<file path="src/rtl/regfile_sched_pkg.sv">
// Shared constants, types and helpers for the LC-3 operand scheduler.
package regfile_sched_pkg;

    localparam int unsigned NREGS      = 8;
    localparam int unsigned AW         = 3;
    localparam int unsigned DW         = 16;
    localparam int unsigned STARVE_MAX = 3;
    localparam int unsigned SW         = $clog2(STARVE_MAX + 1);

    typedef logic [AW-1:0] reg_addr_t;
    typedef logic [DW-1:0] word_t;

    typedef enum logic [1:0] {
        WSEL_NONE = 2'd0,
        WSEL_ALU  = 2'd1,
        WSEL_MEM  = 2'd2
    } wsel_t;

    // One-hot register mask for a register address.
    function automatic logic [NREGS-1:0] reg_mask(input reg_addr_t a);
        return NREGS'(1) << a;
    endfunction

endpackage

</file>
<file path="src/rtl/regfile_wr_arb.sv">
// Write-port arbiter: ALU has fixed priority, mem is forced a grant after
// STARVE_MAX consecutive lost cycles.
module regfile_wr_arb
    import regfile_sched_pkg::*;
(
    input  logic  clk,
    input  logic  rst,
    input  logic  alu_wvalid,
    input  logic  mem_wvalid,
    output wsel_t grant,
    output logic  alu_wready,
    output logic  mem_wready
);

    logic [SW-1:0] starve_cnt;
    logic          starved;

    assign starved = (starve_cnt == SW'(STARVE_MAX));

    // Grant selection: single requester wins; on conflict ALU unless mem is starved.
    always_comb begin
        grant = WSEL_NONE;
        if (alu_wvalid && mem_wvalid) begin
            grant = starved ? WSEL_MEM : WSEL_ALU;
        end else if (alu_wvalid) begin
            grant = WSEL_ALU;
        end else if (mem_wvalid) begin
            grant = WSEL_MEM;
        end
    end

    assign alu_wready = (grant == WSEL_ALU);
    assign mem_wready = (grant == WSEL_MEM);

    // Starve counter: counts mem's lost cycles, saturating; clears on mem grant or idle mem.
    always_ff @(posedge clk or posedge rst) begin
        if (rst) begin
            starve_cnt <= '0;
        end else if (!mem_wvalid || mem_wready) begin
            starve_cnt <= '0;
        end else if (!starved) begin
            starve_cnt <= starve_cnt + SW'(1);
        end
    end

endmodule

</file>
<file path="src/rtl/regfile_sched.sv">
// Operand scheduler for the LC-3 8x16 register file: busy scoreboard,
// RAW/WAW stall, read-port drive and write-port arbitration.
// Optional forwarding of the same-cycle write: define REGFILE_SCHED_BYPASS_EN.
module regfile_sched
    import regfile_sched_pkg::*;
(
    input  logic             clk,
    input  logic             rst,
    input  logic             dec_valid,
    output logic             dec_ready,
    input  logic [AW-1:0]    dec_src0,
    input  logic [AW-1:0]    dec_src1,
    input  logic [AW-1:0]    dec_dst,
    input  logic             dec_src0_en,
    input  logic             dec_src1_en,
    input  logic             dec_dst_en,
    output logic             op_valid,
    output logic [DW-1:0]    op_data0,
    output logic [DW-1:0]    op_data1,
    input  logic             alu_wvalid,
    output logic             alu_wready,
    input  logic [AW-1:0]    alu_waddr,
    input  logic [DW-1:0]    alu_wdata,
    input  logic             mem_wvalid,
    output logic             mem_wready,
    input  logic [AW-1:0]    mem_waddr,
    input  logic [DW-1:0]    mem_wdata,
    output logic             rf_ren0,
    output logic             rf_ren1,
    output logic [AW-1:0]    rf_raddr0,
    output logic [AW-1:0]    rf_raddr1,
    input  logic [DW-1:0]    rf_rdata0,
    input  logic [DW-1:0]    rf_rdata1,
    output logic             rf_wen,
    output logic [AW-1:0]    rf_waddr,
    output logic [DW-1:0]    rf_wdata,
    output logic [NREGS-1:0] busy
);

    wsel_t            wsel;
    logic [NREGS-1:0] clr_vec;
    logic [NREGS-1:0] set_vec;
    logic [NREGS-1:0] busy_chk;
    logic             hazard;
    logic             accept;
    logic             en0_q;
    logic             en1_q;
    word_t            rd0;
    word_t            rd1;

    regfile_wr_arb u_arb (
        .clk        (clk),
        .rst        (rst),
        .alu_wvalid (alu_wvalid),
        .mem_wvalid (mem_wvalid),
        .grant      (wsel),
        .alu_wready (alu_wready),
        .mem_wready (mem_wready)
    );

    // Write-port mux driven by the granted writer.
    always_comb begin
        rf_wen   = 1'b0;
        rf_waddr = '0;
        rf_wdata = '0;
        case (wsel)
            WSEL_ALU: begin
                rf_wen   = 1'b1;
                rf_waddr = alu_waddr;
                rf_wdata = alu_wdata;
            end
            WSEL_MEM: begin
                rf_wen   = 1'b1;
                rf_waddr = mem_waddr;
                rf_wdata = mem_wdata;
            end
            default: ;
        endcase
    end

    assign clr_vec = rf_wen ? reg_mask(rf_waddr) : '0;

`ifdef REGFILE_SCHED_BYPASS_EN
    // A register being written this cycle no longer blocks decode.
    assign busy_chk = busy & ~clr_vec;
`else
    assign busy_chk = busy;
`endif

    assign hazard = (dec_src0_en & busy_chk[dec_src0]) |
                    (dec_src1_en & busy_chk[dec_src1]) |
                    (dec_dst_en  & busy_chk[dec_dst]);

    assign dec_ready = !hazard;
    assign accept    = dec_valid & dec_ready;

    assign rf_ren0   = accept & dec_src0_en;
    assign rf_ren1   = accept & dec_src1_en;
    assign rf_raddr0 = dec_src0;
    assign rf_raddr1 = dec_src1;

    assign set_vec = (accept && dec_dst_en) ? reg_mask(dec_dst) : '0;

    // Scoreboard update; a new producer's set overrides a same-cycle clear.
    always_ff @(posedge clk or posedge rst) begin
        if (rst) begin
            busy <= '0;
        end else begin
            busy <= (busy & ~clr_vec) | set_vec;
        end
    end

    // Operand-return pipeline stage aligned with the register-file read latency.
    always_ff @(posedge clk or posedge rst) begin
        if (rst) begin
            op_valid <= 1'b0;
            en0_q    <= 1'b0;
            en1_q    <= 1'b0;
        end else begin
            op_valid <= accept;
            en0_q    <= rf_ren0;
            en1_q    <= rf_ren1;
        end
    end

`ifdef REGFILE_SCHED_BYPASS_EN
    logic  byp0_q;
    logic  byp1_q;
    word_t wdata_q;

    // Capture the write data for sources read in the same cycle as their write.
    always_ff @(posedge clk or posedge rst) begin
        if (rst) begin
            byp0_q  <= 1'b0;
            byp1_q  <= 1'b0;
            wdata_q <= '0;
        end else begin
            byp0_q  <= rf_ren0 & rf_wen & (rf_waddr == dec_src0);
            byp1_q  <= rf_ren1 & rf_wen & (rf_waddr == dec_src1);
            wdata_q <= rf_wdata;
        end
    end

    assign rd0 = byp0_q ? wdata_q : rf_rdata0;
    assign rd1 = byp1_q ? wdata_q : rf_rdata1;
`else
    assign rd0 = rf_rdata0;
    assign rd1 = rf_rdata1;
`endif

    assign op_data0 = (op_valid && en0_q) ? rd0 : '0;
    assign op_data1 = (op_valid && en1_q) ? rd1 : '0;

endmodule

</file>
<file path="config.mk">
export PLATFORM = sky130hd
export DESIGN_NAME = regfile_sched
export DESIGN_NICKNAME = d
export VERILOG_FILES = /design/src/rtl/regfile_sched_pkg.sv /design/src/rtl/regfile_wr_arb.sv /design/src/rtl/regfile_sched.sv
export SDC_FILE = /design/constraint.sdc
export NUM_CORES = 1
export LEC_CHECK = 0
export ABC_AREA = 1
export BUFFER_PORTS_ARGS = -buffer_cell sky130_fd_sc_hd__clkbuf_2
export CAP_MARGIN = 15
export CORE_MARGIN = 1
export CORE_UTILIZATION = 38
export CTS_BUF_LIST = sky130_fd_sc_hd__clkbuf_8 sky130_fd_sc_hd__clkbuf_16
export DETAILED_ROUTE_END_ITERATION = 8
export GPL_TIMING_DRIVEN = 0
export MAX_ROUTING_LAYER = met4
export PLACE_DENSITY_LB_ADDON = 0.05
export SYNTH_ARGS = -nofsm -noshare
export SYNTH_HDL_FRONTEND = slang
export SYNTH_SLANG_ARGS = --single-unit
</file>
<file path="constraint.sdc">
create_clock -name clk -period 5 [get_ports clk]
set_clock_uncertainty 0.2 [all_clocks]
set_input_delay 0.5 -clock clk [delete_from_list [all_inputs] [get_ports clk]]
set_output_delay 0.5 -clock clk [all_outputs]
set_load 0.01 [all_outputs]
</file>
# After elaboration in Yosys (flattened, before gate mapping)
# Index checks and enable logic that the tools add are counted.
[totals] register_bits=13 output_inout_bits=72 in_bits=87
[op_classes] n_mux=19 eq_ne=4 order_cmp=3 addsub=1 bitwise_logic=11 n_reduce_logical=8 shift=2
[ops] op="16-bit 2-to-1 mux" count=2
[ops] op="16-bit one-hot mux with 2 select lines" count=1
[ops] op="8-bit 2-to-1 mux" count=2
[ops] op="1-bit by 3-bit left shift with 8-bit output (first input constant)" count=2
[ops] op="3-bit by 4-bit less-than comparator with 1-bit output (second input constant)" count=3
[ops] op="2-bit 2-to-1 mux" count=6
[ops] op="1-bit binary-select mux with 3-bit select" count=3
[ops] op="8-bit AND" count=1
[ops] op="8-bit inverter" count=1
[ops] op="8-bit OR" count=1
[ops] op="1-bit AND" count=6
[ops] op="3-bit one-hot mux with 2 select lines" count=1
[ops] op="2-bit equality test (second input constant)" count=2
[ops] op="1-bit logical AND" count=4
[ops] op="1-bit 2-to-1 mux" count=4
[ops] op="2-bit by 1-bit adder with 2-bit output (second input constant)" count=1
[ops] op="2-bit by 1-bit equality test with 1-bit output (second input constant)" count=1
[ops] op="1-bit logical NOT" count=2
[ops] op="2-bit inequality test (second input constant)" count=1
[ops] op="1-bit OR" count=2
[ops] op="2-bit OR reduction" count=1
[ops] op="1-bit logical OR" count=1

# Longest topological paths before layout
# Gate-level depths: netlist of run 1.
[logic_depth] depth_word=10 depth_mapped=12

# By module
# From an unflattened synthesis of run 1, not the netlist that was laid out.
[hier_totals] hier_cells=296 area_unflattened_um2=1582.8
[by_module_without_submodules] module="regfile_sched" n_inst=1 seq_area_each_um2=275.3 area_per_inst_um2=1405.1 cells_each=271
[by_module_without_submodules] module="regfile_wr_arb" n_inst=1 seq_area_each_um2=50.0 area_per_inst_um2=177.7 cells_each=25

# Least setup slack after synthesis of run 1
# Ideal clock, no wire load.
[synth_path] path_type="reg2out" start="register u_arb.starve_cnt[0]" end="output rf_wdata[10]" path_stages_with_launch=10 arrival_ps=1811 setup_slack_ps=2489 cell_sequence="dfrtp_1 ha_1 inv_1 o21ai_0 inv_1 ha_1 buf_2 clkbuf_1 nand2_1 a21oi_1"
[synth_via] elab_chain_cells=5 elab_cells_between_ends=6 cone_classes="eq/ne: 3; mux: 3"
[synth_lines] item="from (decl)" line="regfile_wr_arb.sv:15" source="logic [SW-1:0] starve_cnt;"
[synth_lines] item="from (signal assigned)" line="regfile_wr_arb.sv:42" source="starve_cnt <= starve_cnt + SW'(1);"
[synth_lines] item="2-bit equality test" line="regfile_wr_arb.sv:18" source="assign starved = (starve_cnt == SW'(STARVE_MAX));"
[synth_lines] item="2-bit 2-to-1 mux" line="regfile_wr_arb.sv:24" source="grant = starved ? WSEL_MEM : WSEL_ALU;"
[synth_lines] item="2-bit 2-to-1 mux" line="regfile_wr_arb.sv:23" source="if (alu_wvalid && mem_wvalid) begin"
[synth_lines] item="2-bit by 1-bit equality test with 1-bit output"
[synth_lines] item="named net alu_wready" line="regfile_sched.sv:21" source="output logic alu_wready,"
[synth_lines] item="16-bit one-hot mux with 2 select lines" line="regfile_sched.sv:66" source="case (wsel)"
[synth_lines] item="to (decl)" line="regfile_sched.sv:36" source="output logic [DW-1:0] rf_wdata,"
# The timed path passes the listed nets, and every way through them passes these cells.

# Worst setup path after layout of run 1
[layout_path] start="register u_arb.starve_cnt[0]" end="output rf_wdata[5]"
[layout_via] elab_chain_cells=5 elab_cells_between_ends=6 cone_classes="eq/ne: 3; mux: 3"
[layout_lines] item="2-bit equality test (*)" line="regfile_wr_arb.sv:18"
[layout_lines] item="2-bit 2-to-1 mux (*)" line="regfile_wr_arb.sv:24"
[layout_lines] item="2-bit 2-to-1 mux (*)" line="regfile_wr_arb.sv:23"
[layout_lines] item="2-bit equality test or 2-bit by 1-bit equality test with 1-bit output (tied branches)" line="regfile_sched.sv:66"
[layout_lines] item="16-bit one-hot mux with 2 select lines (*)" line="regfile_sched.sv:66"
# Every way passes the cells marked *; elsewhere a longest branch is shown, timed or not.

==> results.yml, run 1 <==
sta:
  tightest_slew_ns: 0.469
  timing.final.ws_setup_ns: 1.96
  finalCritPeriodShare_pct: 60.8
  setup_viol: 0
  min_period_ns: 3.04
  tns_ns: 0
  clock.fmax_mhz: 329
  rsz0062_at_grt: "false"
  slew_viol_final: 0
  hold_viol: 0
  slew_headroom_pct: 68.7
setup_path:
  crit_type: "flop to primary output"
  critical_path.cell_chain: "ha_1 -> inv_1 -> o21ai_0 -> ha_1 -> clkbuf_1 -> buf_1 -> a21oi_1 -> clkbuf_2"
  cp-start-kind: "flop"
  cp_data_required_time_ns: 4.30
  max_stage_delay_ns: 0.38
  worstSetupEndpointType: "primary output"
  reg2reg_from: "u_arb.starve_cnt[0]"
  arrival_ns: 2.34
  cpMaxStageDelayCell: "dfrtp_1"
  cpMostUsedCell: "ha_1"
  critPathLaunch: "u_arb.starve_cnt[0]"
  cp_top_family: "buffers and inverters"
  path_max_fanout: 10
  worst-path-buf-inv: 4
clocking:
  numCtsBuffers: 3
  cts-resized-gates: 0
  cts-hold-fix-buffers: 0
  postCtsSetupBuffers: 0
  cts_tree: "done"
  clock_tree.root_cell: "clkbuf_8"
  insertion_delay_ns: 0.24
  clk_pin_slew_ns: 0.05
  cts_buffer_depth: 2
  clock-sinks: 13
  cts_max_level: 1
floorplanning:
  die_height_um: 65.1
  rows: 22
  die_area_sq_um: 4240
  core-area_sq_um: 3740
  initial_core_util_pct: 40.4
  die_x_um: 65.1
  io_pins: 159
yosys:
  yosys_warnings: 0
  ys_ff_latch: 13
  synth_top_area_share_pct: 21.5
  netlist_area_sq_um: 1510
  synth_fp_nets: 374
  yosysSeqAreaShare_pct: 21.5
  synth_area_per_cell_sq_um: 5.33
  synth_area_leaders: "dfrtp_1 (21%), nand2_1 (18%), inv_1 (16%)"
  synthDistinctLibCells: 21
  yosysTopAreaCell: "dfrtp_1"
  synth_cells: 284
layout:
  area_delta_synth_final_pct: 58.2
  drive_above_1_share_pct: 38.4
  final_cell_mix: "clkbuf_2 (155), nand2_1 (73), inv_1 (65)"
  diodes: 0
  layout_commonest_cell: "clkbuf_2"
  fin_nets: 534
  fillers: 363
  seqCellArea_sq_um: 325
  multi_input_area_sq_um: 852
place:
  place_hpwl_mm: 4.02
  io_buffers: 155
  place_ws_ns: 2.20
  place.gp.congestion: 0.858
global_routing:
  grt_pass1_wl_mm: 7.49
  grt_use_total_pct: 22.4
  antenna_found_initial: 0
  grt_max_degree: 14
  grt_overflow_total: 0
  grt_pass1_vias: 1852
power_and_ir_drop:
  pwr-share-clk_pct: 19.5
  combPwrFrac_pct: 48.0
  switchingPower_mw: 0.186
  p_per_area_nw_per_um2: 192
  peakVddDrop_mv: 0.110
  seq_power_share_pct: 32.4
  swShare_pct: 40.6
  total_leakage_power_nw: 1.63
  power.internal_mw: 0.273
detailed_routing:
  remaining_drc_errors: 0
  num_vias: 2195
  ant_nets: 0
  dr.pass1.iters: 4
  initialDrtViolationCount: 58
  wire_per_inst_um: 9.53
  vias_per_cell: 4.47
  totalWireLength_mm: 4.68
hold_path:
  min_path_type: "primary input to asynchronous set/reset pin"
run_status:
  status: "finished, final reports clean"
flow_run:
  max_cap_viol_count: 0
==> flip-flops by register name (all words and copies together) (netlist names) <==
signal,flops
busy,8
u_arb.starve_cnt,2
en0_q,1
en1_q,1
op_valid,1
==> kinds of logic (layout without fill, tap and decap cells) <==
| family | Yosys count | in the layout | synth area share (%) |
|---|---|---|---|
| buffers and inverters | 82 | 241 | 22.2 |
| adder cells (fa/ha/maj) | 3 | 3 | 2.48 |
| flip-flops | 13 | 13 | 21.5 |
| AO/OA/AOI/OAI | 36 | 36 | 12.8 |
| AND/OR/NAND/NOR | 150 | 150 | 41.0 |
==> layout make-up <==
type                            count  area share [%]
Multi-Input combinational cell    189            35.6
Clock inverter                      1           0.157
Inverter                           65            10.2
Sequential cell                    13            13.6
Clock buffer                        3            1.72
Timing Repair Buffer              155            32.4
Tap cell                           48            2.51
Buffer                             17            3.87
==> synth_stat cells (all sizes together) <==
cell type	count
a22o	2
ha	3
nand3	16
nand3b	2
clkbuf	6
a21oi	18
dfrtp	13
o21ai	13
o22ai	1
nor2	50
inv	65
buf	11
nand2	74
nand4	8
o31ai	2
==> power groups by stage <==
stage | Combinational (mW) | Sequential (mW) | Clock (mW)
after floorplan | 0.119 | 0.150 | 0
after global placement | 0.219 | 0.151 | 0
after detailed placement | 0.222 | 0.151 | 0
after CTS | 0.223 | 0.149 | 0.0918
after global routing | 0.252 | 0.152 | 0.0969
final | 0.220 | 0.149 | 0.0897
==> per-layer routing <==
| layer | track usage (%) | vias to the layer above | routed length (um) |
|---|---|---|---|
| li1 | - | 1173 | - |
| met1 | 25.9 | 906 | 1930 |
| met2 | 40.8 | 109 | 2290 |
| met3 | 3.13 | 7 | 410 |
| met4 | 5.16 | 0 | 53 |
| met5 | - | - | 0 |
==> metrics by stage <==
step / total power, mW / hold slack, ns / cells / area (sq um) / util [%]
final: 0.459 / 0.0443 / 491 / 2390 / 64.0
after global routing: 0.500 / 0.0806 / 491 / 2390 / 64.0
after CTS: 0.464 / 0.0638 / 491 / 2390 / 64.0
after detailed placement: 0.373 / 0.313 / 487 / 2350 / 62.8
after global placement: 0.369 / 0.308 / 487 / 2350 / 62.8
after floorplan: 0.269 / 0.177 / 284 / 1510 / -
==> path summary, 6_finish.rpt <==
path	end	slack (ns)	cells after the start
worst min-delay path	u_arb.starve_cnt[0]	0.04	2
worst min register to register	u_arb.starve_cnt[1]	0.32	2
min in group clk	en1_q	0.30	3
max in group asynchronous	en0_q	4.24	2
worst max register to register	busy[1]	2.66	12
worst max-delay path	rf_wdata[5]	1.96	8
Note: power is estimated with default switching activity, not from simulation.
==> run 2: changes to the inputs <==
Settings changed: CORE_UTILIZATION 38 to 36.
Clock period 5 ns to 3.1 ns, I/O delays scaled along.
==> run 2 against run 1 <==
Total power is 60% higher. Via count is 1.2% lower. Non-clock buffer count stayed put. Global-route usage is 1.2 points lower. Routed wire length is 2.3% lower. Sequential cell count stayed put. Critical path type unchanged. Largest power group unchanged.
==> results.yml, run 2 (synthesis results as in run 1) <==
hold_path:
  min_from: "dec_src0_en"
  min_path_type: "primary input to flop"
floorplanning:
  core-area_sq_um: 4030
  die_height_um: 66.9
  die_area_sq_um: 4470
  die_x_um: 66.9
  initial_core_util_pct: 37.6
  io_pins: 159
  rows: 23
detailed_routing:
  vias_per_cell: 4.40
  ant_nets: 0
  remaining_drc_errors: 0
  totalWireLength_mm: 4.57
  wire_per_inst_um: 9.27
  dr.pass1.iters: 4
  num_vias: 2169
  initialDrtViolationCount: 80
sta:
  tightest_slew_ns: 0.473
  clock.fmax_mhz: 359
  setup_viol: 0
  finalCritPeriodShare_pct: 89.9
  rsz0062_at_grt: "false"
  tns_ns: 0
  hold_viol: 0
  slew_headroom_pct: 68.4
  min_period_ns: 2.79
  slew_viol_final: 0
place:
  place.gp.congestion: 0.827
  dp_cells: 489
  dpl-instance-area_sq_um: 2350
  io_buffers: 155
  place_hpwl_mm: 3.96
global_routing:
  grt_pass1_vias: 1645
  grt_max_degree: 14
  antenna_found_initial: 0
  grt_use_total_pct: 21.2
  grt_overflow_total: 0
  grt_pass1_wl_mm: 7.09
setup_path:
  path_max_fanout: 10
  critPathLaunch: "u_arb.starve_cnt[0]"
  cp-start-kind: "flop"
  crit_type: "flop to primary output"
  arrival_ns: 2.28
  reg2reg_from: "u_arb.starve_cnt[0]"
  worstSetupEndpointType: "primary output"
  cp_data_required_time_ns: 2.59
layout:
  largest_reg_flops: 8
  fin_nets: 534
  regMostFlops: "busy"
  drive_above_1_share_pct: 38.6
  multi_input_area_sq_um: 852
  final_cell_area_sq_um: 2400
  reg.largest.list: "busy x8, u_arb.starve_cnt x2"
  final_cell_mix: "clkbuf_2 (156), nand2_1 (73), inv_1 (65)"
  diodes: 0
  fillers: 410
  stdcell_count: 493
  layout_commonest_cell: "clkbuf_2"
  seqCellArea_sq_um: 325
  area_delta_synth_final_pct: 58.8
clocking:
  cts_buffer_depth: 2
  clock_tree.root_cell: "clkbuf_8"
  clock-sinks: 13
  postCtsSetupBuffers: 0
  clk_pin_slew_ns: 0.05
  numCtsBuffers: 3
  cts_tree: "done"
  insertion_delay_ns: 0.24
  cts_max_level: 1
flow_run:
  max_cap_viol_count: 0
power_and_ir_drop:
  peakVddDrop_mv: 0.205
  p_per_area_nw_per_um2: 306
  total_leakage_power_nw: 1.64
run_status:
  status: "finished, final reports clean"
==> run 2: power by group <==
group / leakage [nW] / switching [mW] / internal (mW)
clock: 0.0269 / 0.0556 / 0.0871
sequential: 0.168 / 0.0364 / 0.203
combinational: 1.44 / 0.203 / 0.150
==> run 2: metal layers <==
layer	GRT usage, %	vias to the layer above	share of wire (%)
li1	-	1173	-
met3	2.57	4	8.7
met4	6.12	0	0.90
met1	24.7	885	43
met5	-	-	0
met2	37.9	107	48
==> run 2: worst paths after layout <==
path,endpoint,slack (ns),cells past startpoint
max in group asynchronous,busy[1],1.95,3
setup / recovery,rf_waddr[2],0.31,11
min in group asynchronous,u_arb.starve_cnt[1],0.42,3
hold / removal,en0_q,0.10,3
hold reg to reg,u_arb.starve_cnt[1],0.32,2
setup reg to reg,busy[6],0.72,11
==> run 2: what timing repair did <==
action	4_1_cts	5_1_grt
hold endpoints to repair	13	0
resized for setup	0	1
setup endpoints to repair	0	2
hold buffers	1	0
==> run 2: final cells by class <==
class | count | share of cell area (%)
well taps | 50 | 2.60
inverters | 65 | 10.1
clock inverters | 1 | 0.156
plain buffers | 16 | 3.75
multi-input cells | 189 | 35.4
repair buffers | 156 | 32.7
clock buffers | 3 | 1.72
flip-flops and latches | 13 | 13.5
==> run 2: per-stage QoR <==
| stage | hold WS [ns] | total power, mW | worst slack, ns | utilization, % |
|---|---|---|---|---|
| floorplan | -0.0130 | 0.435 | 0.779 | - |
| global placement | 0.129 | 0.592 | 0.502 | 58.4 |
| CTS | 0.102 | 0.744 | 0.232 | 59.8 |
| global route | 0.119 | 0.809 | 0.0501 | 59.7 |
| detailed placement | 0.131 | 0.597 | 0.503 | 58.4 |
| finish | 0.105 | 0.735 | 0.313 | 59.7 |
==> run 2: critical path: stages, from the launching register on <==
cell and delay (ns):
dfrtp_1 0.38, ha_1 0.23, inv_1 0.10, o21ai_0 0.12, inv_1 0.07, ha_1 0.15, buf_2 0.20, inv_1 0.06
o22ai_1 0.20, inv_1 0.14, nor2_1 0.21, clkbuf_2 0.19
